### src/rtl/trigger_ctrl_multi.sv
// Multi-source trigger controller: ext comparators, manual and ADC self-trigger.
// Optional TRIG_TIMESTAMP_EN latches a free-running timestamp into trig_time.
`timescale 1ns/1ps
module trigger_ctrl_multi #(
    parameter int N_CH       = 4,
    parameter int DATA_W     = 8,
    parameter int HOLD_W     = 16,
    parameter int RST_CYCLES = 4,
    parameter int CNT_W      = 16,
    parameter int TS_W       = 32
) (
    input  logic                        clk,
    input  logic                        reset,
    input  logic                        armed,
    input  logic [N_CH-1:0]             ch_enable,
    input  logic [N_CH-1:0]             ext_trig,
    input  logic                        manual_trigger,
    input  logic                        manual_reset,
    input  logic                        auto_reset,
    input  logic [HOLD_W-1:0]           holdoff,
    input  logic                        self_trig_en,
    input  logic [DATA_W-1:0]           self_trig_level,
    input  logic [DATA_W-1:0]           sample,
    input  logic                        sample_valid,
    output logic                        triggered_out,
    output logic                        trig_pulse,
    output logic [$clog2(N_CH+2)-1:0]   trig_src,
    output logic                        comp_reset,
    output logic [CNT_W-1:0]            trig_count,
    output logic [TS_W-1:0]             trig_time,
    output logic                        busy
);
    localparam int SRC_W = $clog2(N_CH + 2);
    localparam int RC_W  = $clog2(RST_CYCLES + 1);
    localparam logic [RC_W-1:0] RC_LAST = RC_W'(RST_CYCLES - 1);

    typedef enum logic [2:0] {
        IDLE, ARMED, TRIGD, COMP_RST, HOLDOFF
    } state_t;

    state_t            state;
    logic [DATA_W-1:0] prev;
    logic [RC_W-1:0]   rst_cnt;
    logic [HOLD_W-1:0] hold_cnt;

    logic [N_CH-1:0]   ext_hit;
    logic              ext_any;
    logic [SRC_W-1:0]  ext_idx;
    logic              self_hit;
    logic              accept;
    logic [SRC_W-1:0]  win_src;
    logic              hold_done;

    assign ext_hit  = ext_trig & ch_enable;
    assign ext_any  = |ext_hit;
    assign self_hit = self_trig_en & sample_valid &
                      (sample >= self_trig_level) &
                      (prev < self_trig_level);

    // Scan downwards so the lowest enabled index wins.
    always_comb begin
        ext_idx = '0;
        for (int i = N_CH - 1; i >= 0; i--) begin
            if (ext_hit[i]) ext_idx = SRC_W'(i);
        end
    end

    always_comb begin
        accept  = 1'b0;
        win_src = '0;
        if (state == IDLE) begin
            if (manual_trigger) begin
                accept  = 1'b1;
                win_src = SRC_W'(N_CH);
            end
        end else if (state == ARMED) begin
            if (ext_any) begin
                accept  = 1'b1;
                win_src = ext_idx;
            end else if (manual_trigger) begin
                accept  = 1'b1;
                win_src = SRC_W'(N_CH);
            end else if (self_hit) begin
                accept  = 1'b1;
                win_src = SRC_W'(N_CH + 1);
            end
        end
    end

    // HOLDOFF lasts max(holdoff,1) cycles; widened to avoid wrap at all-ones.
    assign hold_done = ({1'b0, hold_cnt} + (HOLD_W+1)'(1)) >= {1'b0, holdoff};

    always_ff @(posedge clk) begin
        if (reset) begin
            state         <= IDLE;
            prev          <= '0;
            rst_cnt       <= '0;
            hold_cnt      <= '0;
            triggered_out <= 1'b0;
            trig_pulse    <= 1'b0;
            trig_src      <= '0;
            comp_reset    <= 1'b0;
            trig_count    <= '0;
            busy          <= 1'b0;
        end else begin
            trig_pulse <= 1'b0;
            if (sample_valid) prev <= sample;
            if (accept) begin
                state         <= TRIGD;
                triggered_out <= 1'b1;
                trig_pulse    <= 1'b1;
                trig_src      <= win_src;
                busy          <= 1'b1;
                if (trig_count != '1) trig_count <= trig_count + CNT_W'(1);
            end else begin
                unique case (state)
                    IDLE: if (armed) state <= ARMED;
                    ARMED: if (!armed) state <= IDLE;
                    TRIGD: begin
                        if (manual_reset || auto_reset) begin
                            state         <= COMP_RST;
                            triggered_out <= 1'b0;
                            comp_reset    <= 1'b1;
                            rst_cnt       <= '0;
                        end
                    end
                    COMP_RST: begin
                        if (rst_cnt == RC_LAST) begin
                            comp_reset <= 1'b0;
                            hold_cnt   <= '0;
                            state      <= HOLDOFF;
                        end else begin
                            rst_cnt <= rst_cnt + RC_W'(1);
                        end
                    end
                    HOLDOFF: begin
                        if (hold_done) begin
                            state <= armed ? ARMED : IDLE;
                            busy  <= 1'b0;
                        end else begin
                            hold_cnt <= hold_cnt + HOLD_W'(1);
                        end
                    end
                    default: state <= IDLE;
                endcase
            end
        end
    end

`ifdef TRIG_TIMESTAMP_EN
    logic [TS_W-1:0] ts_cnt;

    always_ff @(posedge clk) begin
        if (reset) begin
            ts_cnt    <= '0;
            trig_time <= '0;
        end else begin
            ts_cnt <= ts_cnt + TS_W'(1);
            if (accept) trig_time <= ts_cnt;
        end
    end
`else
    assign trig_time = '0;
`endif

endmodule

### config.mk
export PLATFORM = sky130hd
export DESIGN_NAME = trigger_ctrl_multi
export DESIGN_NICKNAME = d
export VERILOG_FILES = /design/src/rtl/trigger_ctrl_multi.sv
export SDC_FILE = /design/constraint.sdc
export NUM_CORES = 1
export LEC_CHECK = 0
export ABC_CLOCK_PERIOD_IN_PS = 5670
export CAP_MARGIN = 15
export CORE_UTILIZATION = 53
export DETAILED_ROUTE_END_ITERATION = 12
export PLACE_DENSITY = 0.87
export REMOVE_ABC_BUFFERS = 1
export SYNTH_ARGS = -nofsm -noshare
export SYNTH_HDL_FRONTEND = slang
export SYNTH_SLANG_ARGS = --single-unit
### constraint.sdc
create_clock -name clk -period 5.67 [get_ports clk]
set_clock_uncertainty 0.2 [all_clocks]
set_input_delay 1.134 -clock clk [delete_from_list [all_inputs] [get_ports clk]]
set_output_delay 1.134 -clock clk [all_outputs]
set_load 0.01 [all_outputs]
# Yosys cells after proc, flatten, opt, wreduce, memory -nomap -nowiden
# Cells that the tools add are included.
# word_totals
output_inout_bits	55
register_bits	53
inputBits	48
wordCells	99
# op_classes
mux	40
n_eq_ne	18
n_reduce_logical	18
magnitude_cmp	3
n_addsub	4
n_bitwise	5
# op_table
op	n
$mux 3	16
$add 16x1->16 const B	2
$mux 16	2
$pmux 16 s2	1
$add 16x1->17 const B	1
$ge 17x16->1	1
$mux 1	16
$ne 16x16->1 const B	1
$ne 3x3->1 const B	5
$pmux 3 s5	1
$ne 2x2->1 const B	7
$reduce_and 4->1	3
$reduce_bool 2->1	6
$reduce_and 5->1	2
$eq 3x2->1 const B	3
$ge 8x8->1	1
$lt 8x8->1	1
$pmux 3 s2	1
$reduce_and 2->1	3
$and 4x4->4	1
$mux 2	2
$reduce_or 4->1	1
$add 3x1->3 const B	1
$and 1x1->1	3
7 further kinds	7

# Logic depth before layout (Yosys ltp)
# Gate-level depths: netlist of the first run.
# logic_depth
ltp_word	10
mapped_depth	16
depth_no_buf	15

# Worst setup path after synthesis of the first run
# Ideal clock, no wire load.
# synth_path
path_type	flip-flop to flip-flop
from	reg hold_cnt[0]
to	reg hold_cnt[7]
period_less_slack_ns	3.563
t_arrival_ns	3.232
required_ns	5.339
setup_time_ns	0.131
stages_incl_launch_ff	17
setup_slack_ns	2.107
n_path_buf	1
path_cell_list	dfxtp_1 -> ha_1 -> nand3_1 -> nor2_1 -> nand3_1 -> nor2_1 -> nor2b_1 -> or2_2 -> ha_1 -> nand4_1 -> nor4_1 -> a211o_1 -> a211oi_2 -> a211oi_1 -> buf_2 -> o21ai_0 -> o31ai_1
# synth_between
elab_chain_len	4
word_cells_on_any_way	7
classes_between	add/sub (2); order compare (1); eq/ne (1); mux (2); reduce/logical (1)
# synth_rtl
item	line_no	rtl
start, declared	44	logic [HOLD_W-1:0] hold_cnt;
start signal, assigned	141	hold_cnt <= hold_cnt + HOLD_W'(1);
$add 16x1->17	91	assign hold_done = ({1'b0, hold_cnt} + (HOLD_W+1)'(1)) >= {1'b0, holdoff};
$ge 17x16->1	91	
$ne 2x2->1 (no line)	n/a	
$reduce_and 4->1 (no line)	n/a	
# Parallel ways exist; a longest one is shown, timed or not. The select of a mux whose other input is x is not followed.
# A chain may end at the register's enable or synchronous reset.

# Worst setup path after layout of the first run
# layout_path
from	reg hold_cnt[0]
to	reg hold_cnt[11]
# The elaborated chain is that of the path after synthesis.

==> results of run 1 <==
area by class of cell:
cell class	count	area (um2)	share of cell area [%]
Clock buffer	5	68.8	1.54
Clock inverter	2	35.0	0.782
Inverter	28	105	2.35
Multi-Input combinational cell	369	2360	52.8
Sequential cell	53	1060	23.7
Tap cell	96	120	2.68
Timing Repair Buffer	73	723	16.1
path summary, 6_finish.rpt:
path,depth (start not counted),slack [ps],startpoint,to
hold reg to reg,1,280,trig_src[0],trig_src[0]
setup / recovery,15,1350,hold_cnt[0],hold_cnt[11]
setup reg to reg,15,1350,hold_cnt[0],hold_cnt[11]
hold / removal,1,280,trig_src[0],trig_src[0]
where the power goes:
group / leakage [nW] / switching [mW] / internal (mW) / total, mW
Combinational: 1.39 / 0.0770 / 0.0738 / 0.151
Clock: 0.0540 / 0.123 / 0.129 / 0.252
Sequential: 0.431 / 0.0103 / 0.383 / 0.393
Total: 1.87 / 0.210 / 0.586 / 0.796
flip-flops by register name, indices dropped and copies added (netlist names), 3 cells and up:
register,cells
prev,8
rst_cnt,3
hold_cnt,16
trig_src,3
state,3
trig_count,16
routing by layer:
layer | up-vias | share of wire (%) | global-route usage, %
li1 | 1747 | - | -
met1 | 1618 | 44 | 28.0
met2 | 103 | 49 | 40.3
met3 | 10 | 4.9 | 4.33
met4 | 0 | 1.3 | 6.97
met5 | - | 0 | 0
cells in the mapped netlist, types with 7 or more instances:
cell / instances
dfxtp_1: 53
nand4_1: 13
o21ai_0: 26
nor2_1: 46
nand3_1: 22
clkbuf_1: 13
xnor2_1: 7
inv_1: 28
nor3_1: 10
o31ai_1: 12
nand2_1: 34
a21oi_1: 32
ha_1: 35
mux2i_1: 8
buf_4: 33
cells by family (layout without fill, tap and decap cells):
group                      Yosys count  after routing  share of synthesized area [%]
buffers and inverters               80            108                           11.8
xor gates and xnor gates            12             12                           2.80
other                                1             32                          0.100
and+or+nand+nor                    176            176                           24.7
muxes                               10             10                           2.74
DFF                                 53             53                           28.3
adders and majority gates           35             35                           11.7
AOI/OAI and AO/OA                  104            104                           17.9
through the flow:
step | power (mW) | hold WS [ps]
after global routing | 0.835 | 308
after global placement | 0.546 | 245
after CTS | 0.798 | 278
after detailed placement | 0.551 | 257
final | 0.796 | 276
after floorplan | 0.478 | 230
==> results.toml, run 1 <==
[cts]
cts_resized = 0
post-cts-setup-buffer-count = 0
cts_htree_levels = 2
cts_buffer_depth = 2
cts_root_buf = "clkbuf_8"
clk_latency_ps = 300
cts_tree = "done"
cts_buffers = 5
cts_hold_buf = 0
cts.sinks = 53
clkTransAtPathRegs_ps = 100

[place]
place_hpwl_um = 6460
dp_cells = 619
place_ws_ps = 1410
dpl_cell_area_um2 = 4370
io_buffers = 70
gp_congestion = 0.890

[finish]
layout_common_cells = "clkdlybuf4s50_1, dfxtp_1, nor2_1"
final_cell_count_no_fill = 626
diodes = 0
layout-drive-gt1-share_pct = 4.15
final_util_pct = 65.5
syn2layout_area_growth_pct = 19.4
nFillCells = 584
mostFrequentLayoutCell = "clkdlybuf4s50_1"
final_nets = 613
fin_area_um2 = 4480

[global_route]
grt_overflow = 0
track_usage_pct = 22.8
grt_pass1_wl_um = 13800
grt_start_max_net_pins = 50
grt_antenna_before_repair = 0
grt_pass1_vias = 3184

[yosys]
synthTopCellsByArea = "dfxtp_1, ha_1, buf_4, nor2_1, a21oi_1"
synth_top_area_cell = "dfxtp_1"
ys_async_sr_fraction_pct = 0
yosysTopAreaCellShare_pct = 28.3
yosysUniqueCellTypes = 57
yosysSeqAreaShare_pct = 28.3
synth-edff-count = 0
syn_area_um2 = 3750
yosysWarnings = 0
synthFlopType = "dfxtp_1"
ys_ff_latch = 53
syn_inst = 471
syn_area_per_cell_um2 = 7.96

[route]
drt_wl_total_um = 8450
ant_nets = 0
wl_per_cell_um = 13.5
drc = 0
dr.pass1.iters = 4
drtIter0Drc = 141
viasPerCell = 5.56
vias = 3478

[setup_path]
cp.required_ps = 5720
path_max_fanout = 13
slowest_delay_ps = 490
crit_buf_inv = 0
cpMostUsedCell = "nand3_1"
crit_slowest_cell = "or4_1"
crit_chain = "ha_1 > nand3_1 > nor2_1 > nand3_1 > nor2_1 > nor2b_1 > or2_2 > ha_1 > nand4_1 > nor4_1 > a211o_1 > a211oi_2 > nand2_1 > or4_1 > nand3_1"
worstSetupStartpointType = "register"
crit_family = "simple AND/OR/NAND/NOR gates"
worstSetupPathType = "reg2reg"
endpoint_kind = "register"
cp.arrival_ps = 4370

[die]
fp.dieH_um = 86.1
design.portCount = 103
start_util_pct = 54.9
die_area_um2 = 7420
rows = 30
die_w_um = 86.1
fp.coreArea_um2 = 6830

[sta]
rsz0062_at_grt = "false"
hold_violations = 0
finalMaxSlewViolations = 0
relSlewSlack_pct = 40.4
fmax_mhz = 231
fin_tns_setup_ps = 0
min_period_over_period_pct = 76.2
period_minus_slack_ps = 4320
finalSetupViolCount = 0
setup_slack_ps = 1350
worst_pin_slew_ps = 883

[pwr]
power_density_nw_per_um2 = 178
leakage_nw = 1.87
ir_drop_uv = 139

[job]
cap_viol_max_count = 0

[min_path]
hp-class = "reg2reg"

[run_status]
status = "completed"
(Power assumes the default switching activity.)
==> inputs of run 2 (changes only) <==
--- a/config.mk
+++ b/config.mk
@@ -5,11 +5,11 @@
 export SDC_FILE = /design/constraint.sdc
 export NUM_CORES = 1
 export LEC_CHECK = 0
-export ABC_CLOCK_PERIOD_IN_PS = 5670
+export ABC_CLOCK_PERIOD_IN_PS = 4500
 export CAP_MARGIN = 15
-export CORE_UTILIZATION = 53
+export CORE_UTILIZATION = 49
 export DETAILED_ROUTE_END_ITERATION = 12
-export PLACE_DENSITY = 0.87
+export PLACE_DENSITY = 0.81
 export REMOVE_ABC_BUFFERS = 1
 export SYNTH_ARGS = -nofsm -noshare
 export SYNTH_HDL_FRONTEND = slang
==> constraint.sdc (replaced) <==
create_clock -name clk -period 4.5 [get_ports clk]
set_clock_uncertainty 0.2 [all_clocks]
set_input_delay 0.9 -clock clk [delete_from_list [all_inputs] [get_ports clk]]
set_output_delay 0.9 -clock clk [all_outputs]
set_load 0.01 [all_outputs]
==> results.toml, run 2 (same netlist as run 1, synthesis figures left out) <==
[run_status]
status = "completed"

[global_route]
grt_overflow = 0
grt.met1_usage_pct = 25.2
grt-busiest-layer = "met2"
grt_pass1_vias = 3045
met2_usage_pct = 38.0
use_met3_pct = 4.25
grt_pass1_wl_um = 13200
grt_start_max_net_pins = 26
track_usage_pct = 21.0
grt_antenna_before_repair = 0

[setup_path]
slowest_delay_ps = 650
path_max_fanout = 8
crit_family = "simple AND/OR/NAND/NOR gates"
r2r_setup_slack_ps = 300
crit_buf_inv = 1
worstSetupStartpointType = "register"
worstSetupPathType = "reg2reg"
endpoint_kind = "register"
cp.required_ps = 4520
cp.arrival_ps = 4220
crit_chain = "ha_1 > nand3_1 > nor2_1 > nand3_1 > nor2_1 > nor2b_1 > or2_2 > ha_1 > nand4_1 > nor4_1 > a211o_1 > a211oi_2 > a211oi_1 > buf_4 > o21ai_0 > o31ai_1"
crit_slowest_cell = "a211oi_1"

[finish]
reg.largest.list = "hold_cnt (16), trig_count (16), prev (8)"
final_nets = 617
final_util_pct = 61.8
final_cell_count_no_fill = 634
mostFrequentLayoutCell = "clkdlybuf4s50_1"
layout-drive-gt1-share_pct = 5.05
layout_common_cells = "clkdlybuf4s50_1, dfxtp_1, nor2_1"
diodes = 0
fin_area_um2 = 4530
syn2layout_area_growth_pct = 20.7

[sta]
min_period_over_period_pct = 93.4
fin_tns_setup_ps = 0
worst_pin_slew_ps = 862
period_minus_slack_ps = 4200
fmax_mhz = 238
rsz0062_at_grt = "false"
finalSetupViolCount = 0
relSlewSlack_pct = 41.8
finalMaxSlewViolations = 0
setup_slack_ps = 295
whs_ps = 276
hold_violations = 0

[cts]
cts_tree = "done"
cts_buffers = 5
post-cts-setup-buffer-count = 0
clkTransAtPathRegs_ps = 100
clk_latency_ps = 310
cts_htree_levels = 2
cts_buffer_depth = 2
cts_root_buf = "clkbuf_8"
cts_hold_buf = 0
cts_resized = 0
cts.sinks = 53

[place]
place_hpwl_um = 6420
dp_cells = 626
place_ws_ps = 374
gp_congestion = 0.845
dpl_cell_area_um2 = 4410
io_buffers = 70

[die]
die_area_um2 = 8010
start_util_pct = 51.2
design.portCount = 103
rows = 31
fp.dieH_um = 89.5
fp.coreArea_um2 = 7330
die_w_um = 89.5

[pwr]
leakage_nw = 1.90
power_frac_comb_pct = 18.5
ir_drop_uv = 209
p_sw_mw = 0.271
internal-power_mw = 0.758
p_seq_share_pct = 48.2
clock_power_share_pct = 33.3
switching_share_pct = 26.3
finalPower_mw = 1.03
power_density_nw_per_um2 = 227

[route]
viasPerCell = 5.57
drtIter0Drc = 145
drt_wl_total_um = 8310
vias = 3530
wl_per_cell_um = 13.1
drc = 0
dr.pass1.iters = 5
ant_nets = 0

[job]
cap_viol_max_count = 0

[min_path]
hp-class = "reg2reg"
## run 2: cell types whose count changed in the layout (fill, tap and decap cells not counted)
| cell | change |
|---|---|
| clkbuf_8 | +1 |
| buf_4 | +4 |
| clkinv_2 | -1 |
| clkinvlp_4 | +1 |
## run 2: area by class of cell
class | count | area (um2)
clock inverters | 2 | 37.5
repair buffers | 77 | 753
multi-input cells | 369 | 2360
inverters | 28 | 105
fillers | 628 | 2800
clock buffers | 6 | 82.6
well taps | 99 | 124
flip-flops and latches | 53 | 1060
## run 2: final timing paths
kind                             startpoint     endpoint  cells past startpoint
worst min register to register   rst_cnt[1]   rst_cnt[1]                      2
worst max-delay path            hold_cnt[0]  hold_cnt[7]                     16
worst max register to register  hold_cnt[0]  hold_cnt[7]                     16
worst min-delay path             rst_cnt[1]   rst_cnt[1]                      2
## run 2: worst min-delay path: cells and delay by family, from the launching register on
| family | cells | cell delay [ps] |
|---|---|---|
| compound gates | 1 | 50 |
| flops | 1 | 330 |
| simple gates | 1 | 60 |
## run 2: routing by layer
layer	share of wire [%]	wire, um
met5	0	0
met4	1.2	98
met3	7.6	630
met2	49	4060
met1	42	3520
## run 2: power by group through the flow
stage,registers [mW],logic [mW],clock network [mW]
CTS,0.496,0.190,0.350
finish,0.496,0.190,0.343
detailed placement,0.507,0.189,0
global placement,0.506,0.184,0
global route,0.499,0.213,0.369
floorplan,0.507,0.0952,0
